[config.mk]
export PLATFORM = sky130hd
export DESIGN_NAME = output_display_driver
export DESIGN_NICKNAME = d
export VERILOG_FILES = /design/src/rtl/display_pkg.sv /design/src/rtl/seg7_decoder.sv /design/src/rtl/output_display_driver.sv
export SDC_FILE = /design/constraint.sdc
export NUM_CORES = 1
export LEC_CHECK = 0
export ABC_AREA = 1
export ABC_CLOCK_PERIOD_IN_PS = 7500
export CAP_MARGIN = 40
export CORE_ASPECT_RATIO = 1.75
export CORE_MARGIN = 8
export CORE_UTILIZATION = 59
export CTS_BUF_LIST = sky130_fd_sc_hd__clkbuf_4
export CTS_CLUSTER_DIAMETER = 30
export CTS_CLUSTER_SIZE = 40
export DETAILED_ROUTE_END_ITERATION = 7
export PLACE_DENSITY_LB_ADDON = 0.15
export SLEW_MARGIN = 20
export SYNTH_ARGS = -nofsm -noshare
export SYNTH_HDL_FRONTEND = slang
export SYNTH_SLANG_ARGS = --single-unit
[constraint.sdc]
create_clock -name clk -period 7.5 [get_ports clk]
set_clock_uncertainty 0.2 [all_clocks]
set_input_delay 1.875 -clock clk [delete_from_list [all_inputs] [get_ports clk]]
set_output_delay 1.875 -clock clk [all_outputs]
set_load 0.03 [all_outputs]
[src/rtl/display_pkg.sv]
// Shared types and constants for the 4-digit decimal output display.
// Segment patterns are active-high, ordered {g,f,e,d,c,b,a}.
package display_pkg;

    typedef enum logic [1:0] {
        IDLE,
        SHIFT,
        COMMIT
    } state_e;

    localparam int NUM_DIGITS = 4;
    localparam int BCD_DIGITS = 3;
    localparam int DATA_W     = 8;

    localparam logic [6:0] SEG_0     = 7'h3F;
    localparam logic [6:0] SEG_1     = 7'h06;
    localparam logic [6:0] SEG_2     = 7'h5B;
    localparam logic [6:0] SEG_3     = 7'h4F;
    localparam logic [6:0] SEG_4     = 7'h66;
    localparam logic [6:0] SEG_5     = 7'h6D;
    localparam logic [6:0] SEG_6     = 7'h7D;
    localparam logic [6:0] SEG_7     = 7'h07;
    localparam logic [6:0] SEG_8     = 7'h7F;
    localparam logic [6:0] SEG_9     = 7'h6F;
    localparam logic [6:0] SEG_BLANK = 7'h00;
    localparam logic [6:0] SEG_MINUS = 7'h40;

    // Double-dabble correction: add 3 to every BCD nibble that is 5 or more.
    function automatic logic [4*BCD_DIGITS-1:0] dd_adjust(
        input logic [4*BCD_DIGITS-1:0] bcd
    );
        logic [4*BCD_DIGITS-1:0] r;
        r = bcd;
        for (int i = 0; i < BCD_DIGITS; i++) begin
            if (bcd[4*i +: 4] >= 4'd5) begin
                r[4*i +: 4] = bcd[4*i +: 4] + 4'd3;
            end
        end
        return r;
    endfunction

endpackage

[src/rtl/seg7_decoder.sv]
// BCD digit to active-high 7-segment pattern, with minus and blank overrides.
module seg7_decoder
    import display_pkg::*;
(
    input  logic [3:0] bcd,
    input  logic       blank,
    input  logic       minus,
    output logic [6:0] seg
);

    always_comb begin
        seg = SEG_BLANK;
        if (minus) begin
            seg = SEG_MINUS;
        end else if (!blank) begin
            case (bcd)
                4'd0:    seg = SEG_0;
                4'd1:    seg = SEG_1;
                4'd2:    seg = SEG_2;
                4'd3:    seg = SEG_3;
                4'd4:    seg = SEG_4;
                4'd5:    seg = SEG_5;
                4'd6:    seg = SEG_6;
                4'd7:    seg = SEG_7;
                4'd8:    seg = SEG_8;
                4'd9:    seg = SEG_9;
                default: seg = SEG_BLANK;
            endcase
        end
    end

endmodule

[src/rtl/output_display_driver.sv]
// Binary-to-decimal multiplexed 4-digit 7-segment driver for the CPU output register.
// Define DISPLAY_SIGNED_EN to treat data_in as two's complement with a minus sign on digit 3.
module output_display_driver
    import display_pkg::*;
#(
    parameter int REFRESH_CYCLES = 1000,
    parameter bit SEG_ACTIVE_LOW = 1'b1
) (
    input  logic              clk,
    input  logic              reset,
    input  logic [DATA_W-1:0] data_in,
    output logic [6:0]        seg,
    output logic [3:0]        an,
    output logic              busy
);

    localparam int CW = $clog2(REFRESH_CYCLES);

    state_e                  state_q, state_d;
    logic [DATA_W-1:0]       shadow_q, shadow_d;
    logic [DATA_W-1:0]       work_q, work_d;
    logic [4*BCD_DIGITS-1:0] acc_q, acc_d;
    logic [4*BCD_DIGITS-1:0] adj;
    logic [2:0]              iter_q, iter_d;
    logic [3:0]              hun_q, hun_d;
    logic [3:0]              ten_q, ten_d;
    logic [3:0]              one_q, one_d;
    logic [DATA_W-1:0]       mag;
    logic [CW-1:0]           cnt_q, cnt_d;
    logic [1:0]              idx_q, idx_d;
    logic                    tc;
    logic [3:0]              dig_bcd;
    logic                    dig_blank;
    logic                    dig_minus;
    logic [6:0]              seg_hi;
`ifdef DISPLAY_SIGNED_EN
    logic                    neg_pend_q, neg_pend_d;
    logic                    neg_q, neg_d;

    assign mag = data_in[DATA_W-1] ? (~data_in + 8'd1) : data_in;
`else
    assign mag = data_in;
`endif

    assign adj = dd_adjust(acc_q);

    always_comb begin
        state_d  = state_q;
        shadow_d = shadow_q;
        work_d   = work_q;
        acc_d    = acc_q;
        iter_d   = iter_q;
        hun_d    = hun_q;
        ten_d    = ten_q;
        one_d    = one_q;
`ifdef DISPLAY_SIGNED_EN
        neg_pend_d = neg_pend_q;
        neg_d      = neg_q;
`endif
        unique case (state_q)
            IDLE: begin
                if (data_in != shadow_q) begin
                    shadow_d = data_in;
                    work_d   = mag;
                    acc_d    = '0;
                    iter_d   = '0;
                    state_d  = SHIFT;
`ifdef DISPLAY_SIGNED_EN
                    neg_pend_d = data_in[DATA_W-1];
`endif
                end
            end
            SHIFT: begin
                {acc_d, work_d} = {adj[4*BCD_DIGITS-2:0], work_q, 1'b0};
                iter_d = iter_q + 3'd1;
                if (iter_q == 3'd7) begin
                    state_d = COMMIT;
                end
            end
            COMMIT: begin
                hun_d   = acc_q[11:8];
                ten_d   = acc_q[7:4];
                one_d   = acc_q[3:0];
                state_d = IDLE;
`ifdef DISPLAY_SIGNED_EN
                neg_d = neg_pend_q;
`endif
            end
            default: state_d = IDLE;
        endcase
    end

    // Free-running refresh scanner, unaffected by conversions.
    always_comb begin
        tc    = (cnt_q == CW'(REFRESH_CYCLES - 1));
        cnt_d = tc ? '0 : cnt_q + 1'b1;
        idx_d = tc ? idx_q + 2'd1 : idx_q;
    end

    always_ff @(posedge clk) begin
        if (reset) begin
            state_q  <= IDLE;
            shadow_q <= '0;
            work_q   <= '0;
            acc_q    <= '0;
            iter_q   <= '0;
            hun_q    <= '0;
            ten_q    <= '0;
            one_q    <= '0;
            cnt_q    <= '0;
            idx_q    <= '0;
`ifdef DISPLAY_SIGNED_EN
            neg_pend_q <= 1'b0;
            neg_q      <= 1'b0;
`endif
        end else begin
            state_q  <= state_d;
            shadow_q <= shadow_d;
            work_q   <= work_d;
            acc_q    <= acc_d;
            iter_q   <= iter_d;
            hun_q    <= hun_d;
            ten_q    <= ten_d;
            one_q    <= one_d;
            cnt_q    <= cnt_d;
            idx_q    <= idx_d;
`ifdef DISPLAY_SIGNED_EN
            neg_pend_q <= neg_pend_d;
            neg_q      <= neg_d;
`endif
        end
    end

    always_comb begin
        dig_bcd   = one_q;
        dig_blank = 1'b0;
        dig_minus = 1'b0;
        unique case (idx_q)
            2'd0: dig_bcd = one_q;
            2'd1: begin
                dig_bcd   = ten_q;
                dig_blank = (hun_q == 4'd0) && (ten_q == 4'd0);
            end
            2'd2: begin
                dig_bcd   = hun_q;
                dig_blank = (hun_q == 4'd0);
            end
            2'd3: begin
`ifdef DISPLAY_SIGNED_EN
                dig_blank = !neg_q;
                dig_minus = neg_q;
`else
                dig_blank = 1'b1;
`endif
            end
            default: dig_blank = 1'b1;
        endcase
    end

    seg7_decoder u_dec (
        .bcd   (dig_bcd),
        .blank (dig_blank),
        .minus (dig_minus),
        .seg   (seg_hi)
    );

    assign seg  = SEG_ACTIVE_LOW ? ~seg_hi : seg_hi;
    assign an   = ~(4'b0001 << idx_q);
    assign busy = (state_q != IDLE);

endmodule

Yosys cells after proc, flatten, opt, wreduce, memory -nomap -nowiden
Memory sizes are Yosys's and may differ from the RTL's.
Cells that the tools add are included.
Cells by class
  add/subtract/negate cells: 6
  magnitude comparators: 3
  equality and inequality tests: 10
  shift operators: 1
  muxes and demuxes: 15
  bitwise gates (word level): 2
  reductions and logical operators: 10
Operators by type and width (count)
  $pmux 12 s2: 1
  $pmux 8 s2: 1
  $ge 4x3->1 const B: 3
  $mux 12: 1
  $add 10x1->10 const B: 1
  $eq 10x10->1 const B: 1
  $add 4x2->4 const B: 2
  $logic_not 4->1: 2
  $mux 4: 2
  $mux 8: 1
  $ne 8x8->1: 1
  $pmux 4 s2: 1
  $mux 7: 1
  $not 7->7: 1
  $eq 2x2->1 const B: 3
  $mux 3: 2
  $pmux 3 s2: 1
  $reduce_and 2->1: 3
  $eq 2x1->1 const B: 2
  $mux 2: 2
  $ne 2x2->1 const B: 2
  $not 4->4: 1
  $pmux 2 s2: 1
  $reduce_bool 2->1: 2
  other kinds (9): 9
Storage, ports and cells
  bits in registers: 57
  bits in read-only memories: 112
  input bits: 10
  output and inout port bits: 12
  word-level logic and storage cells: 58
  memories: 1
Memories
  (no name shown): depth 16, width 7, read ports 1, clocked after Yosys merged registers in 0, write ports 0, line seg7_decoder.sv:16  | case (bcd)

Logic depth before layout (Yosys ltp)
  depth after elaboration: 5
  gate-level depth with buffers: 12
  mapped depth without buffers: 11

By module
From an unflattened synthesis, not the netlist that was laid out.
Second synthesis, totals
  cell total of the unflattened synthesis: 430
  area total of the unflattened synthesis: 3143.0 um^2
By module, submodules not included
  output_display_driver: instances 1, cells an instance 390, area an instance 2942.8 um^2, seq. area each 1141.1 um^2
  seg7_decoder: instances 1, cells an instance 40, area an instance 200.2 um^2, seq. area each 0.0 um^2

Worst setup path after synthesis
Ideal clock, no wire load.
  kind: register to output
  from: register idx_q[0]
  to: output port seg[3]
  data arrival time: 2.254 ns
  data required time: 5.425 ns
  setup slack: 3.171 ns
  cell stages (with the launch flop): 10
  buffers on the path: 1
  path through: dfxtp_1 > inv_1 > ha_1 > buf_4 > or2_2 > o21ai_0 > ha_1 > or2_2 > nand2_1 > nand3_1
Between the ends
  longest elaborated chain between the ends: 5
  elaborated cells between the ends (all ways): 8
  classes of those cells: eq/ne: 3; mux: 3; bitwise: 1; memory: 1
RTL lines
  start, declared: line output_display_driver.sv:30  | logic [1:0] idx_q, idx_d;
  start signal, assigned: line output_display_driver.sv:126  | idx_q <= idx_d;
  $eq 2x2->1 or $eq 2x1->1 (tied branches): line output_display_driver.sv:138  | unique case (idx_q)
  $pmux 4 s2: line output_display_driver.sv:138
  $mem_v2 16x7
  $mux 7 *: line seg7_decoder.sv:15  | end else if (!blank) begin
  $not 7->7 *: line output_display_driver.sv:167  | assign seg = SEG_ACTIVE_LOW ? ~seg_hi : seg_hi;
  end, declared: line output_display_driver.sv:12  | output logic [6:0] seg,
Every way passes the cells marked *; elsewhere a longest branch is shown, timed or not.

Final worst setup path
  from: register idx_q[0]
  to: output port seg[1]
Same word-level chain as after synthesis.

==> impl_results.md <==
* Outcome: finished clean
* Die width at 70.55 um
* Post-synthesis mux area share at 0%
* RSZ-0062 raised after global routing: false
* Largest net degree at the start of global routing at 33
* Synth top cells by count: 69 x nand2_1, 57 x dfxtp_1, 52 x a21oi_1
* Post-synth EDFFs at 0
* Iter 0 DRT Violations at 109
* Hold Fails Final Rpt at 0
* Pwr dens at 190.6 nW/um^2
* Site Rows at 35
* Tcrit/Tclk final at 72.07%
* DR DRC count at 0
* Placed cells at 466
* Startpoint Class: flop
* Maximum VDD drop at 0.0001726 V
* Total clock sinks at 57
* Drt total wl at 5941 um
* # nets final at 452
* Min Tclk post-route at 5.405 ns
* Pins Over Slew Limit at 0
* Cells along the critical path: inv_1 -> ha_1 -> inv_1 -> o21ai_0 -> ha_1 -> or2_2 -> nand3_1 -> clkdlybuf4s50_1
* Largest family of logic cells by synthesized area: simple AND/OR/NAND/NOR gates
* Synth area leaders: dfxtp_1 37%, a21oi_1 8.5%, nand2_1 8.4%
* Count leader, synth: nand2_1
* Crit path kind: reg -> out
* Starting density of the core at 59.95%
* Via density at 5.461
* Synth Area in Adders at 8.147%
* Syn Area/Cell at 7.622 um^2
* Crit path max fanout at 8
* Total gr overflow at 0
* Async set-reset flop share out of synthesis at 0%
* # setup viols final at 0
* Placed Area at 3272 um^2
* Routability cong. at 0.8108
* GRT Total Usage at 15.80%
* Syn Nets at 433
* Compound-cell area share of the yosys netlist at 18.29%
* Setup TNS at 0 ns
* # hold bufs at CTS at 0
* Crit path DAT at 3.33 ns
* Vias in the first global route at 2540
* Worst Setup End Kind: primary output
* Slowest cell on the critical path: clkdlybuf4s50_1
* Synth warn at 0
* Root buf cell: clkbuf_4
* Post-synthesis cell type count at 35
* Area leader, netlist: dfxtp_1
* Routed len/inst at 12.33 um
* Leak pwr at 1.343 nW
* Fmax at 0.1850 GHz
* Seq/Total Area, Yosys at 37.15%
* Detailed-route via count at 2632
* Mapped Cells at 403
* CTS HTree Levels at 3
* Syn-to-layout area delta at 12.42%
* Initial antenna violation count at 0
* TritonRoute pass-1 iters at 6
* Die area at 7862 um^2
* Top Ports at 22
* Post-Synth XOR/XNOR Area at 2.851%
* Post-Layout Cell Count at 482
* Share of cells above drive strength 1 at 11.48%
* Mapped cell area at 3072 um^2
* Clk Latency, worst-skew pair at 0.40 ns
* Crit-path max cell delay at 0.67 ns
* Relative slew margins at 53.42%
* #FFs+latches synth at 57
* First-pass GRT wire length at 10560 um
* Synth Area in Simple Gates at 24.77%
* Placeable core region at 5124 um^2
* Top cell type's share of synthesized area at 37.15%
* Clock-pin slew on the worst setup and hold paths at 0.09 ns
* Clock buffer count from CTS at 9
* ANT cells at 0
* Postcts setup bufs at 0
* Delay-heaviest family, CP: buffers and inverters
* Worst hold path type: reg -> reg
* PortBufs at 21
* CP bufs+invs at 3
* Worst Path Required at 5.43 ns
* Die extent in y at 111.5 um
* Slew @ Worst Pin at 0.6970 ns
* Max Cap Viol at 0
* Post-route cell area at 3453 um^2
* Post-CTS sizing at 0
* ANT nets after route at 0
* Post-DP HPWL at 4346 um
* TritonCTS clock tree: yes
* Post-synth top flop: dfxtp_1
* Clk buf depth at 2
cell families after synthesis:
logic type               Yosys count
XOR/XNOR                          10
buffers and inverters             60
AND/OR/NAND/NOR                  154
flip-flops                        57
adder cells (fa/ha/maj)           20
AO/OA/AOI/OAI                    102
stage by stage:
step / hold slack (ns) / power (mW) / setup WS (ns) / util (%)
6_report: 0.2710 / 0.6580 / 2.095 / 67.40
5_1_grt: 0.2935 / 0.6872 / 1.777 / 67.40
4_1_cts: 0.2709 / 0.6671 / 2.128 / 67.40
3_5_place_dp: 0.2570 / 0.3844 / 2.569 / 63.86
3_3_place_gp: 0.2492 / 0.3831 / 2.653 / 63.64
2_1_floorplan: 0.2295 / 0.3722 / 3.171 / -
worst register-to-register path, stage by stage (launching register included):
cell     delay, ns
dfxtp_1       0.35
inv_1         0.06
nand2_1       0.51
inv_1         0.45
o21ai_0       0.26
nand2_1       0.09
a21oi_2       0.11
registers in the layout (all words and copies together) (netlist names):
| name | cells |
|---|---|
| state_q | 2 |
| iter_q | 3 |
| acc_q | 12 |
| cnt_q | 10 |
| idx_q | 2 |
| one_q | 4 |
| ten_q | 4 |
| work_q | 8 |
| hun_q | 4 |
| shadow_q | 8 |
layout make-up:
class                           count  area [um^2]
Clock buffer                       10        75.07
Clock inverter                      6        106.4
Fill cell                         466         1670
Inverter                           44        165.2
Multi-Input combinational cell    286         1660
Sequential cell                    57         1141
Tap cell                           55        68.82
Timing Repair Buffer               24        236.5
report_power, final:
part,internal [mW],switching (mW)
registers,0.312,0.00653
logic,0.0220,0.0365
clock network,0.171,0.110
layer usage:
metal / track usage (%) / share of wire [%] / vias up
li1: - / - / 1381
met5: 0 / 0 / -
met4: 8.983 / 2.8 / 0
met2: 29.13 / 53 / 39
met1: 15.41 / 41 / 1198
met3: 3.559 / 3.0 / 14
cell usage in the layout (no fill, tap or decap), types with 2 or more instances in the layout:
master | netlist | final
nand2_1 | 69 | 69
a21oi_1 | 52 | 52
nand3_1 | 37 | 37
or2_2 | 3 | 3
nand4_1 | 4 | 4
o21ai_2 | 2 | 2
nor2_2 | 3 | 3
clkdlybuf4s50_1 | 0 | 21
nand3_2 | 11 | 11
nor3_1 | 3 | 3
inv_1 | 43 | 43
a21oi_2 | 8 | 8
nand2_2 | 2 | 2
bufinv_16 | 0 | 3
ha_1 | 20 | 20
clkinv_1 | 0 | 2
o21ai_0 | 33 | 33
xnor2_1 | 8 | 8
dfxtp_1 | 57 | 57
nor3b_1 | 2 | 2
xor2_1 | 2 | 2
o211ai_1 | 2 | 2
clkbuf_4 | 0 | 10
nor2_1 | 17 | 17
buf_4 | 1 | 2
worst paths after layout:
check / start / endpoint / slack [ns] / cells after the start
worst max register to register: state_q[1] / work_q[5] / 5.41 / 6
worst min-delay path: iter_q[0] / iter_q[0] / 0.27 / 1
worst min register to register: iter_q[0] / iter_q[0] / 0.27 / 1
worst max-delay path: idx_q[0] / seg[1] / 2.10 / 8
Power figures use the tool's default switching activity.
